<file path="config.mk">
export PLATFORM = sky130hd
export DESIGN_NAME = prog_loader
export DESIGN_NICKNAME = d
export VERILOG_FILES = /design/src/rtl/prog_loader.sv
export SDC_FILE = /design/constraint.sdc
export NUM_CORES = 1
export LEC_CHECK = 0
export CORE_MARGIN = 8
export CORE_UTILIZATION = 47
export CTS_CLUSTER_SIZE = 40
export DETAILED_ROUTE_END_ITERATION = 6
export PLACE_DENSITY = 0.8
export SLEW_MARGIN = 20
export SYNTH_ARGS = -nofsm -noshare
export SYNTH_HDL_FRONTEND = slang
export SYNTH_SLANG_ARGS = --single-unit
</file>
<file path="constraint.sdc">
create_clock -name clock -period 2.2 [get_ports clock]
set_clock_uncertainty 0.15 [all_clocks]
set_input_delay 0.22 -clock clock [delete_from_list [all_inputs] [get_ports clock]]
set_output_delay 0.22 -clock clock [all_outputs]
set_load 0.01 [all_outputs]
</file>
<file path="src/rtl/prog_loader.sv">
// prog_loader: upstream loader stage for the 8-bit multicycle CPU.
// Receives a framed byte stream over valid/ready, writes the payload into the
// CPU memory write port, checks an 8-bit additive checksum and then releases
// the CPU from hold. Frame layout: LEN (0 means 256), LEN payload bytes, CSUM.
// Optional feature macro: PROG_LOADER_VERIFY_EN adds a readback verify pass
// that re-reads the payload region and re-checks the checksum before DONE.
module prog_loader #(
  parameter int                ADDR_W    = 8,
  parameter logic [ADDR_W-1:0] BASE_ADDR = '0
) (
  input  logic              clock,
  input  logic              reset,
  input  logic              start,
  input  logic              in_valid,
  input  logic [7:0]        in_data,
  output logic              in_ready,
  output logic [ADDR_W-1:0] mem_addr,
  output logic [7:0]        mem_data,
  output logic              mem_wren,
  output logic              mem_rden,
  input  logic [7:0]        mem_q,
  output logic              cpu_hold,
  output logic              done,
  output logic              error,
  output logic [8:0]        byte_count
);

  typedef enum logic [2:0] {
    S_IDLE,
    S_LEN,
    S_DATA,
    S_CSUM,
    S_DONE,
`ifdef PROG_LOADER_VERIFY_EN
    S_VERIFY,
`endif
    S_ERROR
  } state_t;

  state_t            state_q, state_d;

  // Frame bookkeeping
  logic [7:0]        len_q, len_d;
  logic [ADDR_W-1:0] addr_q, addr_d;
  logic [7:0]        sum_q, sum_d;
  logic [8:0]        cnt_q, cnt_d;

  // Registered memory-port and status outputs
  logic              wren_q, wren_d;
  logic [ADDR_W-1:0] maddr_q, maddr_d;
  logic [7:0]        wdata_q, wdata_d;
  logic              rdy_q, rdy_d;
  logic              hold_q, hold_d;
  logic              done_q, done_d;
  logic              err_q, err_d;

  // Derived frame conditions
  logic              xfer;
  logic [8:0]        len_eff;
  logic              last_data;
  logic              csum_ok;
  logic              enter_len;

`ifdef PROG_LOADER_VERIFY_EN
  // Readback verify state
  logic              rden_q, rden_d;
  logic [ADDR_W-1:0] rd_addr_q, rd_addr_d;
  logic [8:0]        rd_cnt_q, rd_cnt_d;
  logic              rd_vld_q, rd_vld_d;
  logic [7:0]        rb_sum_q, rb_sum_d;
  logic [8:0]        acc_cnt_q, acc_cnt_d;
  logic [7:0]        csum_q, csum_d;
  logic [7:0]        rb_next;
  logic              last_acc;
`endif

  // A byte moves only when the registered ready meets the source valid.
  assign xfer      = in_valid & rdy_q;
  // A length byte of zero stands for a full 256-byte page.
  assign len_eff   = (len_q == 8'd0) ? 9'd256 : {1'b0, len_q};
  assign last_data = ((cnt_q + 9'd1) == len_eff);
  assign csum_ok   = (in_data == sum_q);

`ifdef PROG_LOADER_VERIFY_EN
  // mem_q carries the read issued two edges ago; rd_vld_q marks it valid.
  assign rb_next  = rb_sum_q + mem_q;
  assign last_acc = ((acc_cnt_q + 9'd1) == len_eff);
`endif

  // State register and all registered datapath/output state.
  always_ff @(posedge clock) begin
    if (reset) begin
      state_q   <= S_IDLE;
      len_q     <= 8'd0;
      addr_q    <= BASE_ADDR;
      sum_q     <= 8'd0;
      cnt_q     <= 9'd0;
      wren_q    <= 1'b0;
      maddr_q   <= BASE_ADDR;
      wdata_q   <= 8'd0;
      rdy_q     <= 1'b0;
      hold_q    <= 1'b1;
      done_q    <= 1'b0;
      err_q     <= 1'b0;
`ifdef PROG_LOADER_VERIFY_EN
      rden_q    <= 1'b0;
      rd_addr_q <= BASE_ADDR;
      rd_cnt_q  <= 9'd0;
      rd_vld_q  <= 1'b0;
      rb_sum_q  <= 8'd0;
      acc_cnt_q <= 9'd0;
      csum_q    <= 8'd0;
`endif
    end else begin
      state_q   <= state_d;
      len_q     <= len_d;
      addr_q    <= addr_d;
      sum_q     <= sum_d;
      cnt_q     <= cnt_d;
      wren_q    <= wren_d;
      maddr_q   <= maddr_d;
      wdata_q   <= wdata_d;
      rdy_q     <= rdy_d;
      hold_q    <= hold_d;
      done_q    <= done_d;
      err_q     <= err_d;
`ifdef PROG_LOADER_VERIFY_EN
      rden_q    <= rden_d;
      rd_addr_q <= rd_addr_d;
      rd_cnt_q  <= rd_cnt_d;
      rd_vld_q  <= rd_vld_d;
      rb_sum_q  <= rb_sum_d;
      acc_cnt_q <= acc_cnt_d;
      csum_q    <= csum_d;
`endif
    end
  end

  // Next-state logic: frame sequencing; start only restarts from a rest state.
  always_comb begin
    state_d = state_q;
    case (state_q)
      S_IDLE, S_DONE, S_ERROR: begin
        if (start) state_d = S_LEN;
      end
      S_LEN: begin
        if (xfer) state_d = S_DATA;
      end
      S_DATA: begin
        if (xfer && last_data) state_d = S_CSUM;
      end
      S_CSUM: begin
        if (xfer) begin
`ifdef PROG_LOADER_VERIFY_EN
          state_d = csum_ok ? S_VERIFY : S_ERROR;
`else
          state_d = csum_ok ? S_DONE : S_ERROR;
`endif
        end
      end
`ifdef PROG_LOADER_VERIFY_EN
      S_VERIFY: begin
        if (rd_vld_q && last_acc) state_d = (rb_next == csum_q) ? S_DONE : S_ERROR;
      end
`endif
      default: state_d = S_IDLE;
    endcase
  end

  // Output/datapath logic: next values of every registered output and counter.
  always_comb begin
    len_d     = len_q;
    addr_d    = addr_q;
    sum_d     = sum_q;
    cnt_d     = cnt_q;
    wren_d    = 1'b0;
    maddr_d   = maddr_q;
    wdata_d   = wdata_q;
    enter_len = (state_d == S_LEN) && (state_q != S_LEN);
    rdy_d     = (state_d == S_LEN) || (state_d == S_DATA) || (state_d == S_CSUM);
    done_d    = (state_d == S_DONE);
    err_d     = (state_d == S_ERROR);
    hold_d    = (state_d != S_DONE);
`ifdef PROG_LOADER_VERIFY_EN
    rden_d    = 1'b0;
    rd_addr_d = rd_addr_q;
    rd_cnt_d  = rd_cnt_q;
    rd_vld_d  = rden_q;
    rb_sum_d  = rb_sum_q;
    acc_cnt_d = acc_cnt_q;
    csum_d    = csum_q;
`endif

    // A new frame starts from a clean slate at the base address.
    if (enter_len) begin
      sum_d  = 8'd0;
      cnt_d  = 9'd0;
      addr_d = BASE_ADDR;
    end

    if ((state_q == S_LEN) && xfer) begin
      len_d = in_data;
    end

    // Each payload byte becomes a one-cycle write in the following cycle.
    if ((state_q == S_DATA) && xfer) begin
      wren_d  = 1'b1;
      maddr_d = addr_q;
      wdata_d = in_data;
      sum_d   = sum_q + in_data;
      addr_d  = addr_q + 1'b1;
      cnt_d   = cnt_q + 9'd1;
    end

`ifdef PROG_LOADER_VERIFY_EN
    // Checksum accepted: issue the first readback in the same edge.
    if ((state_q == S_CSUM) && xfer) begin
      csum_d = in_data;
      if (state_d == S_VERIFY) begin
        rden_d    = 1'b1;
        maddr_d   = BASE_ADDR;
        rd_addr_d = BASE_ADDR + 1'b1;
        rd_cnt_d  = 9'd1;
        rb_sum_d  = 8'd0;
        acc_cnt_d = 9'd0;
      end
    end

    // One read per cycle until len reads are out; sum data as it returns.
    if (state_q == S_VERIFY) begin
      if (rd_cnt_q != len_eff) begin
        rden_d    = 1'b1;
        maddr_d   = rd_addr_q;
        rd_addr_d = rd_addr_q + 1'b1;
        rd_cnt_d  = rd_cnt_q + 9'd1;
      end
      if (rd_vld_q) begin
        rb_sum_d  = rb_next;
        acc_cnt_d = acc_cnt_q + 9'd1;
      end
    end
`endif
  end

  assign in_ready   = rdy_q;
  assign mem_addr   = maddr_q;
  assign mem_data   = wdata_q;
  assign mem_wren   = wren_q;
  assign cpu_hold   = hold_q;
  assign done       = done_q;
  assign error      = err_q;
  assign byte_count = cnt_q;

`ifdef PROG_LOADER_VERIFY_EN
  assign mem_rden = rden_q;
`else
  // Without verify the read port is idle and its data is intentionally ignored.
  logic [7:0] unused_mem_q;
  assign unused_mem_q = mem_q;
  assign mem_rden     = 1'b0;
`endif

endmodule
</file>
==> results of run 1 <==
-- metal layers --
layer	part of all wire, %	GRT usage [%]
met1	42	21.9
met2	48	30.6
met3	7.4	4.61
met4	2.4	9.93
met5	0	0
-- timing repair --
item / 4_1_cts / 5_1_grt
resized for setup: 6 / 13
pin swaps: 14 / 12
gates cloned: 1 / 0
endpoints found under the setup margin: 30 / 30
setup buffers: 5 / 1
hold endpoints to repair: 0 / 0
-- power groups by stage --
| stage | Clock, W | Combinational [W] | Sequential [W] |
|---|---|---|---|
| after global placement | 0 | 0.000212 | 0.00107 |
| after floorplan | 0 | 0.000114 | 0.00107 |
| after CTS | 0.00107 | 0.000246 | 0.00105 |
| after detailed placement | 0 | 0.000219 | 0.00107 |
| final | 0.00106 | 0.000261 | 0.00105 |
| after global routing | 0.00113 | 0.000280 | 0.00105 |
-- state kept, by name, summed over array words and instances (netlist names), 3 cells and up --
| name | flops |
|---|---|
| state_q | 3 |
| sum_q | 8 |
| byte_count | 9 |
| addr_q | 8 |
| mem_addr | 8 |
| mem_data | 8 |
| len_q | 8 |
-- kinds of logic (layout without fill, tap and decap cells) --
logic type / count (synthesis) / count (layout) / synth area share, %
other: 1 / 1 / 0.136
multiplexers: 8 / 8 / 2.91
adder cells (fa/ha/maj): 10 / 10 / 4.82
AO/OA/AOI/OAI: 81 / 81 / 19.9
XOR/XNOR: 18 / 18 / 6.28
buffers and inverters: 21 / 105 / 3.46
AND/OR/NAND/NOR: 120 / 121 / 21.1
flip-flops: 57 / 57 / 41.5
-- through the flow --
| step | hold WS [ps] | instance area [um2] | TNS (ps) |
|---|---|---|---|
| 6_report | 301 | 3890 | -3590 |
| 5_1_grt | 302 | 3890 | -6570 |
| 4_1_cts | 289 | 3830 | -3290 |
| 3_5_place_dp | 295 | 3570 | -16230 |
| 3_3_place_gp | 294 | 3570 | -14970 |
| 2_1_floorplan | 206 | 2800 | -147 |
-- placed cells by master, fill, tap and decap left out, drive strengths merged, types with 3 or more instances in the layout --
master         netlist  routed
dfxtp               57      57
buf                  8      45
nand2               43      43
clkdlybuf4s50        0      38
nor2                36      37
a21oi               33      33
o21ai               14      14
clkbuf               9      10
nor3                10      10
a22o                 9       9
xnor2                9       9
nand3                9       9
ha                   9       9
xor2                 8       8
mux2i                8       8
a31oi                6       6
and3                 4       4
inv                  4       4
and2                 3       3
a311oi               3       3
dlygate4sd2          0       3
nor4                 3       3
-- final cells by class --
| class | count | area share [%] |
|---|---|---|
| Sequential cell | 57 | 29.4 |
| Multi-Input combinational cell | 239 | 42.2 |
| Timing Repair Buffer | 86 | 20.2 |
| Inverter | 4 | 0.386 |
| Tap cell | 75 | 2.41 |
| Clock buffer | 10 | 3.28 |
| Clock inverter | 5 | 2.09 |
-- worst min path at each step --
stage	startpoint	end	slack, ps	cells past startpoint
floorplan	in_data[0]	mem_data[0]$_SDFFE_PP0P_	210	2
global route	in_data[0]	sum_q[0]$_SDFFE_PP0P_	300	3
global placement	mem_data[0]$_SDFFE_PP0P_	mem_data[0]$_SDFFE_PP0P_	290	2
CTS	in_data[0]	sum_q[0]$_SDFFE_PP0P_	290	3
detailed placement	mem_addr[5]$_SDFFE_PP0P_	mem_addr[5]$_SDFFE_PP0P_	300	2
finish	in_data[0]	sum_q[0]$_SDFFE_PP0P_	300	3
-- worst register-to-register path, stage by stage, from the launching register on --
cell                        delay [ps]
sky130_fd_sc_hd__dfxtp_2           350
sky130_fd_sc_hd__ha_4              200
sky130_fd_sc_hd__or4_4             550
sky130_fd_sc_hd__nor4_4            240
sky130_fd_sc_hd__a2bb2oi_2         220
sky130_fd_sc_hd__o21a_1            190
sky130_fd_sc_hd__buf_12            140
sky130_fd_sc_hd__buf_12            110
sky130_fd_sc_hd__nor2_1             40
sky130_fd_sc_hd__nor3_1            110
==> flow_results.org, run 1 <==
** Status
- Run status :: finished with violations
- Failing checks :: setup timing

** STA
- Hold Fails Final Rpt :: 0
- Transition time of the tightest slew-check pin :: 596 ps
- Final WS setup :: -181 ps
- Based on the critical path, the design can be clocked at up to 420 MHz.
- Max Slew Vio Count :: 0
- Total setup violations reported at the end of the flow :: 30
- After layout, the worst path uses 108% of the clock period.
- The worst pin sits at a relative slew slack of 59.9%.
- Setup repair after global routing could not meet its margin everywhere.
- After layout, the minimum clock period comes to 2380 ps.

** Setup path
- Crit path buffers/inverters :: 2
- Critical-path maximum fanout :: 6
- Across all register-to-register paths, the minimum setup slack is -180 ps.
- STA puts the critical path data required time at 2320 ps.
- Worst-path cell chain :: ha_4, or4_4, nor4_4, a2bb2oi_2, o21a_1, buf_12, buf_12, nor2_1, nor3_1
- Counting stages on the worst path, the most repeated cell is sky130_fd_sc_hd__buf_12.
- The most critical setup path has its startpoint at sum_q[1]$_SDFFE_PP0P_.
- Type of element capturing the critical path :: register
- Counting cells, the worst reg-to-reg path comes to 9.
- Total stage count of the critical path :: 9
- Terminus of the critical flop-to-flop path :: addr_q[3]$_SDFFE_PP0P_
- In this run the worst setup path terminates at addr_q[3]$_SDFFE_PP0P_.
- Data arrival time of the critical path :: 2500 ps
- The kind of cell with the highest combined delay along the critical path is simple AND/OR/NAND/NOR gates.
- The worst setup path is launched from a register.
- Critical Path Slowest Stage Cell :: sky130_fd_sc_hd__or4_4
- The worst register-to-register path begins at sum_q[1]$_SDFFE_PP0P_.
- Worst Setup Path Type :: reg2reg
- Delay of the slowest cell on the worst path :: 550 ps

** Place
- Summed over all nets, the half-perimeter wirelength after detailed placement is 5410 um.
- Port-buffer cells :: 41
- Counting tap cells, the placed design contains a total of 457 instances.
- Routability-driven placement finished with a final weighted congestion of 0.839.
- Pre-CTS setup slack :: -635 ps

** Synthesis
- Largest area contributor in the synthesized netlist :: sky130_fd_sc_hd__dfxtp_1
- The number of nets in the synthesized netlist is 346.
- Averaged over all synthesized cells, the footprint is 8.71 um2.
- Total of flip-flops plus latches after synthesis :: 57
- Cell Area, Synth :: 2750 um2
- The share of synthesized area in the top cell type comes to 41.5%.
- Sequential cells were found to cover 41.5% of the synthesized design area.
- The commonest cells after synthesis are sky130_fd_sc_hd__dfxtp_1, sky130_fd_sc_hd__nand2_1, sky130_fd_sc_hd__nor2_1.
- By area the synthesized netlist is led by sky130_fd_sc_hd__dfxtp_1, sky130_fd_sc_hd__a21oi_1, sky130_fd_sc_hd__nand2_1.
- Async set-reset flop share out of synthesis :: 0%
- Number of warnings reported in the yosys synthesis log :: 0
- For this run, the leading register cell type out of synthesis is sky130_fd_sc_hd__dfxtp_1.
- Cell variety after synth :: 57
- Post-synthesis cell count :: 316
- Number of enable flip-flop cells after synthesis :: 0
- The most common cell in the synthesized netlist is sky130_fd_sc_hd__dfxtp_1.

** Clock tree
- TritonCTS clock tree :: built
- H-Tree Level Count :: 3
- TritonCTS created 9 clock buffers.
- The tree built by TritonCTS fans out to 57 sinks.
- The tree is rooted in a sky130_fd_sc_hd__clkbuf_8.
- Clock-pin slew was measured on the worst setup and hold paths at 70 ps.
- At the later pin of the worst-skew pair, clock insertion delay measures 340 ps.
- Counting along the longest clock path gives a buffer depth of 2.
- Quantity of hold-fixing buffers added after cts :: 0

** Cells and area
- Excluding fillers, the count of instances in the completed layout stands at 476.
- Post-Route Utilization :: 67.3%
- Flip-flop and latch area :: 1140 um2
- In the final layout, the multi-input gates occupy 1640 um2.
- Cells with a size suffix above 1 make up 22.4% of the layout.
- FILL cells :: 469
- Synthesis-to-finish area growth :: 41.5%
- Count of nets after finishing :: 427
- The repair_antennas step left the layout with diodes totalling 0.

** Die
- The floorplan step defined a core boundary enclosing 5780 um2.
- Die W :: 92.5 um
- From bottom edge to top edge, the die measures 92.5 um.
- The initial utilization of the core area, before any placement, comes to 47.6%.
- Total die area :: 8560 um2
- For this design the top-level I/O count stands at 51.
- Row cnt :: 28

** Power and ir drop
- P per Cell Area :: 611 nW/um2
- Design Power :: 0.00238 W
- Psw :: 0.000576 W
- Sequential cells account for 44.2% of the total power.
- Int Power :: 0.00180 W
- Switching power as a share of total power :: 24.3%
- Combinational share of power :: 11.0%
- The clock network burns 44.8% of the power.
- VDD sags by at most 437 uV.
- For this design the static power due to leakage is 1.46 nW.

** Global route
- After global routing the overflow that remains totals 0.
- The number of antenna violations at the first check in global routing is 0.
- Entering global routing, the biggest net connects 44 pins.
- The number of global-route vias before repair is 2611.
- Global-route wire length before repair :: 12700 um
- Global routing usage summed across all routing layers :: 18.6%

** Run
- The tool flagged a number of max-cap violations equal to 0.

** Route
- Total routed wirelength :: 7640 um
- In the routed layout, each cell is associated on average with a via count of 5.53.
- Average wire per standard cell :: 16.1 um
- Antenna Nets Post-Route :: 0
- The detailed router finished its first iteration with 204 violations.
- After detailed routing, the number of remaining DRC violations is 0.
- The first detailed-routing pass ran for 4 iterations.
- Summing over every cut layer, the via total after detailed routing is 2630.

** Worst hold path
- The tightest min-delay check is of the in2reg type.
Power figures use the tool's default switching activity.
==> run 2, diff against run 1 <==
- GPL_ROUTABILITY_DRIVEN: default -> 0
- PLACE_DENSITY: 0.8 -> 0.76
==> flow_results.org, run 2 (synthesis gave the netlist of run 1 again) <==
** Worst hold path
- The worst hold path terminates at sum_q[0]$_SDFFE_PP0P_.
- Along the worst hold path, the cell count comes to 3.
- The worst hold path belongs to the class in2reg.
- Hold Crit Start :: in_data[0]

** Setup path
- The endpoint identified for the worst register-to-register timing path is sum_q[6]$_SDFFE_PP0P_.
- The setup check on the worst reg-to-reg path leaves a slack of -300 ps.
- Count of cells along the worst register-to-register path :: 8
- Data required time of the worst path :: 2330 ps
- Type of element capturing the critical path :: register
- The startpoint identified for the worst register-to-register timing path is sum_q[1]$_SDFFE_PP0P_.
- Startpoint type of the worst setup path :: primary input
- Worst Setup Path Type :: in2reg
- Data arrival time of the critical path :: 2650 ps
- Critical-path maximum fanout :: 4

** STA
- Hold Fails Final Rpt :: 0
- Transition time of the tightest slew-check pin :: 528 ps
- Max_slew headroom :: 64.5%
- Final critical-path required period :: 2510 ps
- Final period util :: 114%
- Final WS setup :: -313 ps
- Setup total negative slack on the finished layout was measured at -6820 ps.
- Hold is met by 288 ps.
- Max Slew Vio Count :: 0
- F_max :: 398 MHz
- Setup repair after global routing could not meet its margin everywhere.
- Setup violations remaining at the end of the flow were counted as 30.

** Clock tree
- Root buffer cell :: sky130_fd_sc_hd__clkbuf_8
- H-Tree Level Count :: 3
- The number of clock buffers added by TritonCTS is 9.
- The clock reaches the later pin of the worst-skew pair after 340 ps.
- Clock transition time at the flip-flop clock pins of the worst setup and hold paths :: 70 ps
- TritonCTS built the clock tree.
- The clock drives 57 sinks.
- The clock passes through at most 2 buffers.

** Global route
- Global routing usage summed across all routing layers :: 18.8%
- Largest net degree at the start of global routing :: 43
- After global routing the overflow that remains totals 0.
- The number of global-route vias before repair is 2700.
- The number of antenna violations at the first check in global routing is 0.
- Global-route wire length before repair :: 12800 um

** Power and ir drop
- In this run, flip-flops and latches consume 43.2% of the power.
- The worst-case IR drop observed on VDD is 345 uV.
- Psw :: 0.000582 W
- Int Power :: 0.00185 W
- Switching power as a share of total power :: 23.9%
- Leakage power summed over all cells :: 1.49 nW
- For this design the ratio of total power to cell area is 622 nW/um2.
- In this run, the clock network consumes 45.2% of the power.
- Per report_power, the combinational group accounts for 11.7% of the total.

** Cells and area
- Diodes inserted :: 0
- Most common cell after layout, fill and taps aside :: sky130_fd_sc_hd__dfxtp_1
- The register with the most flip-flops in the layout has 9 of them.
- Most used cells in the layout excluding fill and tap cells :: sky130_fd_sc_hd__dfxtp_1, sky130_fd_sc_hd__nand2_1, sky130_fd_sc_hd__buf_4, sky130_fd_sc_hd__clkdlybuf4s50_1, sky130_fd_sc_hd__nor2_1
- Of the cells placed in the final design, the portion with a size suffix greater than 1 is 22.7%.
- For this run, the post-layout net count is 430.
- Synthesis-to-finish area growth :: 42.0%
- Fill cells in the final layout number 465.

** Route
- Overall via count from detail_route :: 2726
- Drt pass-1 iters :: 5
- Total routed wirelength :: 8060 um
- Dividing the detail-routed wire length by the instance count gives 16.8 um.
- The first routing iteration left 163 violations.
- Antenna Nets Post-Route :: 0
- After detailed routing, the number of vias per cell comes to 5.68.
- Remaining DRCs :: 0

** Status
- The final reports fail on setup timing.
- The flow ran to the end, but the final reports show violations.

** Die
- Die W :: 92.5 um
- The die is 92.5 um tall.
- I/O pins :: 51
- The floorplan has 28 rows.
- The floorplan step defined a die boundary enclosing 8560 um2.
- Core Box Area :: 5780 um2
- The initial utilization of the core area, before any placement, comes to 47.6%.

** Place
- Pre-CTS setup slack :: -626 ps
- Port-buffer cells :: 41
- DP Wirelength :: 5280 um

** Run
- The tool flagged a number of max-cap violations equal to 0.
[run 2: how the worst max path moves through the flow]
| stage | start | end | slack [ps] |
|---|---|---|---|
| after CTS | sum_q[5]$_SDFFE_PP0P_ | addr_q[2]$_SDFFE_PP0P_ | -250 |
| after floorplan | sum_q[1]$_SDFFE_PP0P_ | byte_count[3]$_SDFFE_PP0P_ | -40 |
| after global placement | in_data[1] | byte_count[3]$_SDFFE_PP0P_ | -560 |
| final | in_data[6] | sum_q[6]$_SDFFE_PP0P_ | -310 |
| after detailed placement | in_data[1] | byte_count[6]$_SDFFE_PP0P_ | -630 |
| after global routing | sum_q[1]$_SDFFE_PP0P_ | sum_q[6]$_SDFFE_PP0P_ | -360 |
[run 2: power by group through the flow]
| stage | Sequential, W | Clock, W | Combinational [W] |
|---|---|---|---|
| floorplan | 0.00107 | 0 | 0.000114 |
| global placement | 0.00107 | 0 | 0.000220 |
| detailed placement | 0.00107 | 0 | 0.000225 |
| CTS | 0.00105 | 0.00111 | 0.000262 |
| global route | 0.00105 | 0.00115 | 0.000302 |
| finish | 0.00105 | 0.00110 | 0.000284 |
[run 2: worst max-delay path, stage by stage]
cell	delay, ps
sky130_fd_sc_hd__clkdlybuf4s50_1	460
sky130_fd_sc_hd__ha_1	340
sky130_fd_sc_hd__or4_4	440
sky130_fd_sc_hd__nor4_4	260
sky130_fd_sc_hd__a2bb2oi_2	210
sky130_fd_sc_hd__buf_6	150
sky130_fd_sc_hd__o21ai_4	100
sky130_fd_sc_hd__nor2_2	280
sky130_fd_sc_hd__a22o_1	180
[run 2: layout make-up]
cell class	instances	area, um2	share of cell area, %
inverter	4	15.0	0.384
sequential	57	1140	29.3
clock inverter	5	78.8	2.02
multi-input combinational	239	1610	41.3
tap	75	93.8	2.40
clock buffer	11	141	3.62
timing repair buffer	89	820	21.0
[run 2: stage by stage]
stage / util, % / area (um2) / power, W / instances
2_1_floorplan: - / 2800 / 0.00119 / 316
6_report: 67.6 / 3910 / 0.00243 / 480
4_1_cts: 67.1 / 3880 / 0.00243 / 477
3_5_place_dp: 61.9 / 3580 / 0.00130 / 458
3_3_place_gp: 61.9 / 3580 / 0.00129 / 458
5_1_grt: 67.6 / 3910 / 0.00250 / 480
[run 2: metal layers]
layer,up-vias,GRT usage [%],share of wire (%)
met5,-,0,0
met4,0,11.7,2.8
met3,29,6.80,6.6
met2,105,30.8,50
met1,1297,20.5,41
li1,1295,-,-
[run 2: repair_timing]
item                                    CTS  global route
resized for setup                        11             4
buffers inserted                          3             2
pin swaps                                14             8
endpoints found under the setup margin   30            30
cloned                                    1             1
hold buffers                              0             0
